===== src/rtl/vdp_cpu_bridge.sv =====
`default_nettype none
// ============================================================================
// Module   : vdp_cpu_bridge
// Purpose  : Brings the asynchronous CPU read/write strobes into the pixel
//            clock domain through a synchroniser and a glitch filter, then
//            turns each filtered strobe assertion into exactly one
//            req/ack transaction to the VDP core.
// Options  : define CPU_BRIDGE_ACK_TIMEOUT_EN to abort requests that receive
//            no vdp_ack within ACK_TIMEOUT cycles (sets sticky timeout_err).
// Revision : 1.0 - initial release
// ============================================================================
module vdp_cpu_bridge #(
  parameter int SYNC_STAGES = 2,
  parameter int FILTER_LEN  = 3,
  parameter int ACK_TIMEOUT = 255
) (
  input  logic       clk,
  input  logic       reset,
  input  logic       csr_n,
  input  logic       csw_n,
  input  logic [1:0] mode,
  input  logic [7:0] cdo,
  output logic [7:0] cdi,
  output logic       vdp_req,
  output logic       vdp_wrt,
  output logic [1:0] vdp_adr,
  output logic [7:0] vdp_dbo,
  input  logic       vdp_ack,
  input  logic [7:0] vdp_dbi,
  output logic       busy,
  output logic       timeout_err
);

  localparam int                FCNT_W    = 4;
  localparam logic [FCNT_W-1:0] FILT_LAST = FCNT_W'(FILTER_LEN);

  // Out-of-range parameters elaborate a module that does not exist, so a bad
  // configuration stops the build instead of silently misbehaving.
  if (SYNC_STAGES < 2 || SYNC_STAGES > 4) begin : g_bad_sync_stages
    invalid_sync_stages_parameter u_bad ();
  end
  if (FILTER_LEN < 1 || FILTER_LEN > 15) begin : g_bad_filter_len
    invalid_filter_len_parameter u_bad ();
  end
  if (ACK_TIMEOUT < 1 || ACK_TIMEOUT > 65535) begin : g_bad_ack_timeout
    invalid_ack_timeout_parameter u_bad ();
  end

  typedef enum logic [1:0] {
    ST_IDLE    = 2'd0,
    ST_ISSUE   = 2'd1,
    ST_RELEASE = 2'd2
  } state_t;

  // Bit 0 carries csr_n, bit 1 carries csw_n throughout the strobe path.
  logic [SYNC_STAGES-1:0][1:0] sync_q, sync_d;
  logic [1:0]                  samp;
  logic [1:0]                  filt_q, filt_d;
  logic [1:0][FCNT_W-1:0]      fcnt_q, fcnt_d;

  state_t     state_q, state_d;
  logic       req_q, req_d;
  logic       wrt_q, wrt_d;
  logic [1:0] adr_q, adr_d;
  logic [7:0] dbo_q, dbo_d;
  logic [7:0] cdi_q, cdi_d;
  logic       abort;

  // Shift both strobes one stage further down the synchroniser chain.
  always_comb begin
    sync_d = {sync_q[SYNC_STAGES-2:0], csw_n, csr_n};
  end

  assign samp = sync_q[SYNC_STAGES-1];

  // Filter: count consecutive samples disagreeing with the current output;
  // once FILTER_LEN of them have been counted the output follows the sample.
  always_comb begin
    filt_d = filt_q;
    fcnt_d = fcnt_q;
    for (int i = 0; i < 2; i++) begin
      if (samp[i] == filt_q[i]) begin
        fcnt_d[i] = '0;
      end else if (fcnt_q[i] == FILT_LAST) begin
        filt_d[i] = samp[i];
        fcnt_d[i] = '0;
      end else begin
        fcnt_d[i] = fcnt_q[i] + 1'b1;
      end
    end
  end

  // Strobe path registers; reset presets strobes to the inactive level.
  always_ff @(posedge clk) begin
    if (reset) begin
      sync_q <= '1;
      filt_q <= 2'b11;
      fcnt_q <= '0;
    end else begin
      sync_q <= sync_d;
      filt_q <= filt_d;
      fcnt_q <= fcnt_d;
    end
  end

`ifdef CPU_BRIDGE_ACK_TIMEOUT_EN
  localparam logic [15:0] TO_LAST = 16'(ACK_TIMEOUT - 1);

  logic [15:0] tcnt_q, tcnt_d;
  logic        terr_q, terr_d;

  // Count cycles spent in ISSUE; an ack in the final cycle still wins.
  always_comb begin
    tcnt_d = (state_q == ST_ISSUE) ? tcnt_q + 16'd1 : 16'd0;
    abort  = (state_q == ST_ISSUE) && !vdp_ack && (tcnt_q == TO_LAST);
    terr_d = terr_q | abort;
  end

  // Timeout counter and sticky error flag.
  always_ff @(posedge clk) begin
    if (reset) begin
      tcnt_q <= '0;
      terr_q <= 1'b0;
    end else begin
      tcnt_q <= tcnt_d;
      terr_q <= terr_d;
    end
  end

  assign timeout_err = terr_q;
`else
  assign abort       = 1'b0;
  assign timeout_err = 1'b0;
`endif

  // Transaction FSM: capture on a single low strobe, hold until ack (or
  // abort), then wait for both strobes to be released before re-arming.
  always_comb begin
    state_d = state_q;
    req_d   = req_q;
    wrt_d   = wrt_q;
    adr_d   = adr_q;
    dbo_d   = dbo_q;
    cdi_d   = cdi_q;
    case (state_q)
      ST_IDLE: begin
        // Both strobes low at once is an illegal CPU cycle and is ignored.
        if (filt_q[0] ^ filt_q[1]) begin
          adr_d   = mode;
          dbo_d   = cdo;
          wrt_d   = ~filt_q[1];
          req_d   = 1'b1;
          state_d = ST_ISSUE;
        end
      end
      ST_ISSUE: begin
        if (vdp_ack) begin
          req_d   = 1'b0;
          state_d = ST_RELEASE;
          if (!wrt_q) begin
            cdi_d = vdp_dbi;
          end
        end else if (abort) begin
          req_d   = 1'b0;
          state_d = ST_RELEASE;
        end
      end
      ST_RELEASE: begin
        if (&filt_q) begin
          state_d = ST_IDLE;
        end
      end
      default: begin
        req_d   = 1'b0;
        state_d = ST_IDLE;
      end
    endcase
  end

  // FSM state and request/response registers.
  always_ff @(posedge clk) begin
    if (reset) begin
      state_q <= ST_IDLE;
      req_q   <= 1'b0;
      wrt_q   <= 1'b0;
      adr_q   <= '0;
      dbo_q   <= '0;
      cdi_q   <= '0;
    end else begin
      state_q <= state_d;
      req_q   <= req_d;
      wrt_q   <= wrt_d;
      adr_q   <= adr_d;
      dbo_q   <= dbo_d;
      cdi_q   <= cdi_d;
    end
  end

  assign vdp_req = req_q;
  assign vdp_wrt = wrt_q;
  assign vdp_adr = adr_q;
  assign vdp_dbo = dbo_q;
  assign cdi     = cdi_q;
  assign busy    = (state_q != ST_IDLE);

endmodule
`default_nettype wire


===== config.mk =====
export PLATFORM = sky130hd
export DESIGN_NAME = vdp_cpu_bridge
export DESIGN_NICKNAME = d
export VERILOG_FILES = /design/src/rtl/vdp_cpu_bridge.sv
export SDC_FILE = /design/constraint.sdc
export NUM_CORES = 1
export LEC_CHECK = 0
export CAP_MARGIN = 20
export CELL_PAD_IN_SITES_DETAIL_PLACEMENT = 1
export CELL_PAD_IN_SITES_GLOBAL_PLACEMENT = 2
export CORE_MARGIN = 2
export CORE_UTILIZATION = 39
export CTS_CLUSTER_SIZE = 20
export DETAILED_ROUTE_END_ITERATION = 10
export DONT_BUFFER_PORTS = 1
export PLACE_DENSITY = 0.91
export SLEW_MARGIN = 30
export SYNTH_ARGS = -nofsm -noshare
export SYNTH_HDL_FRONTEND = slang
export SYNTH_SLANG_ARGS = --single-unit

===== constraint.sdc =====
create_clock -name clk -period 3.04 [get_ports clk]
set_input_delay 0.456 -clock clk [delete_from_list [all_inputs] [get_ports clk]]
set_output_delay 0.456 -clock clk [all_outputs]
set_load 0.05 [all_outputs]

==> key figures <==
Status
  – Status: finished, final reports clean

Power and ir drop
  – Worst VDD drop: 0.304 mV
  – Power per Cell Area: 530 mW/mm²
  – Leak: 0.490 nW
  – NetSw: 0.165 mW
  – Clock network power share: 35.8%
  – Pint: 0.593 mW
  – Switching portion of total power: 21.7%
  – Share of power burned in registers: 63.0%
  – Combinational share of power: 1.2%

Final layout
  – Final cell count without fillers: 175
  – Final Util: 42.8%
  – Layout Nets: 154
  – Ant. Diodes: 0
  – Number of fill cells: 403
  – Layout cells sized above 1: 13.2%
  – Fin area: 0.00143 mm²
  – Area grow syn2layout: 6.04%

Routing
  – Vias per cell: 4.95
  – Routed Antenna Nets: 0
  – Post-route DRC: 0
  – Via count: 867
  – Average wire per standard cell: 13.9 µm
  – Post-Route WL: 2.43 mm
  – Drt first pass iters: 4
  – 1st-iter DRT viols: 19

Worst setup path
  – Crit end category: register
  – R2R cell count: 4
  – Crit path DAT: 2.02 ns
  – Kind of critical path: reg -> reg
  – Critical path startpoint category: register
  – Crit Path Max Fanout: 12
  – Crit path required time: 3.27 ns

Logic synthesis
  – Post-synthesis compound-gate area fraction: 4.18%
  – Mux cell area share after synthesis: 13.4%
  – Number of synthesized flops with an enable pin: 0
  – Yosys top cell area share: 53.5%
  – Warnings, synthesis: 0
  – Synth Area in Adders: 2.79%
  – Mapped Area: 0.00135 mm²
  – Main combinational cell family by area after synthesis: simple AND/OR/NAND/NOR gates
  – Post-synth top area cell: dfxtp_1
  – Net count after synthesis: 153
  – Synth cell count leaders: dfxtp_1, nor2_1, mux2i_1
  – Register area share after synthesis: 53.5%
  – Distinct cells, synth: 26
  – Top post-synthesis cells by area: dfxtp_1, mux2i_1, nor2_1
  – Async set or reset register ratio after synthesis: 0%
  – Cell with the most instances after synthesis: dfxtp_1
  – Synth Area in XOR/XNOR: 3.90%
  – Synthesized flop and latch total: 36
  – Most used DFF post-synth: dfxtp_1
  – Synthesized instance count: 127
  – Simple-gate share of the synthesized area: 18.4%
  – Syn_area_per_cell: 10.6 µm²

CTS
  – Num Clock Sinks: 36
  – H-tree depth: 2
  – Hold buffers post-CTS: 0
  – Num CTS Buffers: 5
  – Post-CTS Setup Bufs: 0
  – Reg clk slew, reported paths: 0.11 ns
  – Root buffer cell: clkbuf_4
  – CTS resizes: 0
  – Clk_lat worst skew: 0.33 ns
  – TritonCTS clock tree: built
  – Clock tree buffer depth: 2

Global route
  – Global-route wire length before repair: 4.22 mm
  – Vias in the first global route: 929
  – Initial antenna violation count: 0
  – Largest net degree at the start of global routing: 31
  – Total gr overflow: 0
  – GRT Overall Usage: 13.7%

Placement
  – Dpl ws: 1.26 ns
  – Port Buf Inserts: 0
  – GPL Wtd Cong: 0.678
  – Area of placed instances: 0.00136 mm²
  – Post-Place Cells: 167
  – DPL Wire Length: 1.80 mm

Timing
  – RSZ-0062 raised after global routing: false
  – Clk_skew: 0.0146 ns
  – Setup TNS: 0 ns
  – Setup violators final: 0
  – Least-Margin Pin Slew: 0.758 ns
  – Fmax: 0.560 GHz
  – Final worst slack: 1.25 ns
  – Min Tclk post-route: 1.79 ns
  – Final Hold Vio Count: 0
  – Fin. max-slew vios: 0
  – Final period util: 58.7%
  – Slew HR: 49.4%

Job
  – MaxCap Viol Count: 0

Floorplan
  – Initial Utilization: 40.4%
  – Die height: 62.8 µm
  – Site row count: 21
  – Die area: 0.00394 mm²
  – Die W: 62.8 µm
  – I/O pins: 45
  – Placeable Area: 0.00334 mm²

Hold path
  – Hold Path Depth: 1
  – Worst hold path type: in -> reg
==> state kept, by name, summed over array words and instances (netlist names) <==
| signal | cells |
|---|---|
| filt_q | 2 |
| vdp_wrt | 1 |
| state_q | 2 |
| sync_d | 2 |
| vdp_dbo | 8 |
| samp | 2 |
| vdp_adr | 2 |
| fcnt_q | 8 |
| cdi | 8 |
| vdp_req | 1 |
==> final timing paths <==
| check | start | end | slack, ns |
|---|---|---|---|
| setup reg to reg | filt_q[1] | vdp_dbo[1] | 1.25 |
| hold / removal | reset | cdi[1] | 0.18 |
| hold reg to reg | sync_d[3] | samp[1] | 0.44 |
| setup / recovery | filt_q[1] | vdp_dbo[1] | 1.25 |
==> area by class of cell <==
| type | count | area [µm²] | area share [%] |
|---|---|---|---|
| flip-flops and latches | 36 | 721 | 50.4 |
| multi-input cells | 83 | 578 | 40.5 |
| well taps | 46 | 57.6 | 4.03 |
| clock buffers | 6 | 51.3 | 3.59 |
| clock inverters | 2 | 13.8 | 0.963 |
| inverters | 2 | 7.51 | 0.525 |
==> logic make-up after synthesis <==
kind of cell	Yosys count
compound gates	7
buf+inv	8
xor+xnor	6
mux	18
fa+ha+maj	3
simple gates	48
other cells	1
flops	36
==> worst max-delay path: stages, from the launching register on <==
cell	delay [ns]
dfxtp_1	0.37
ha_1	0.33
nor3b_4	0.66
mux2i_1	0.28
nor2_1	0.05
==> routing by layer <==
layer  up-vias  track usage [%]  wire length [µm]
met4         0             6.67                29
met2        30             23.3              1240
met1       409             15.2              1010
met5         -                0                 0
met3         5             5.05               146
li1        423                -                 -
==> metrics by stage <==
step                power (mW)  hold WS (ns)
finish                   0.758         0.182
global route             0.798         0.141
CTS                      0.769         0.159
detailed placement       0.497         0.418
global placement         0.497         0.394
floorplan                0.501         0.389
==> cells in the final DEF, fill, tap and decap left out, types with 3 or more instances in the layout <==
| cell type | Yosys | layout |
|---|---|---|
| clkbuf_4 | 0 | 5 |
| dfxtp_1 | 36 | 36 |
| ha_1 | 3 | 3 |
| mux2i_1 | 18 | 18 |
| nor2_1 | 29 | 29 |
| nor2b_1 | 3 | 3 |
| or2_2 | 5 | 5 |
| xnor2_1 | 4 | 4 |
==> power by group through the flow <==
stage / Clock, mW / Combinational [mW] / Sequential [mW]
finish: 0.271 / 0.00920 / 0.477
global route: 0.309 / 0.0101 / 0.478
CTS: 0.282 / 0.00939 / 0.477
detailed placement: 0 / 0.00936 / 0.488
global placement: 0 / 0.00897 / 0.488
floorplan: 0 / 0.0140 / 0.487
Note: power is estimated with default switching activity, not from simulation.
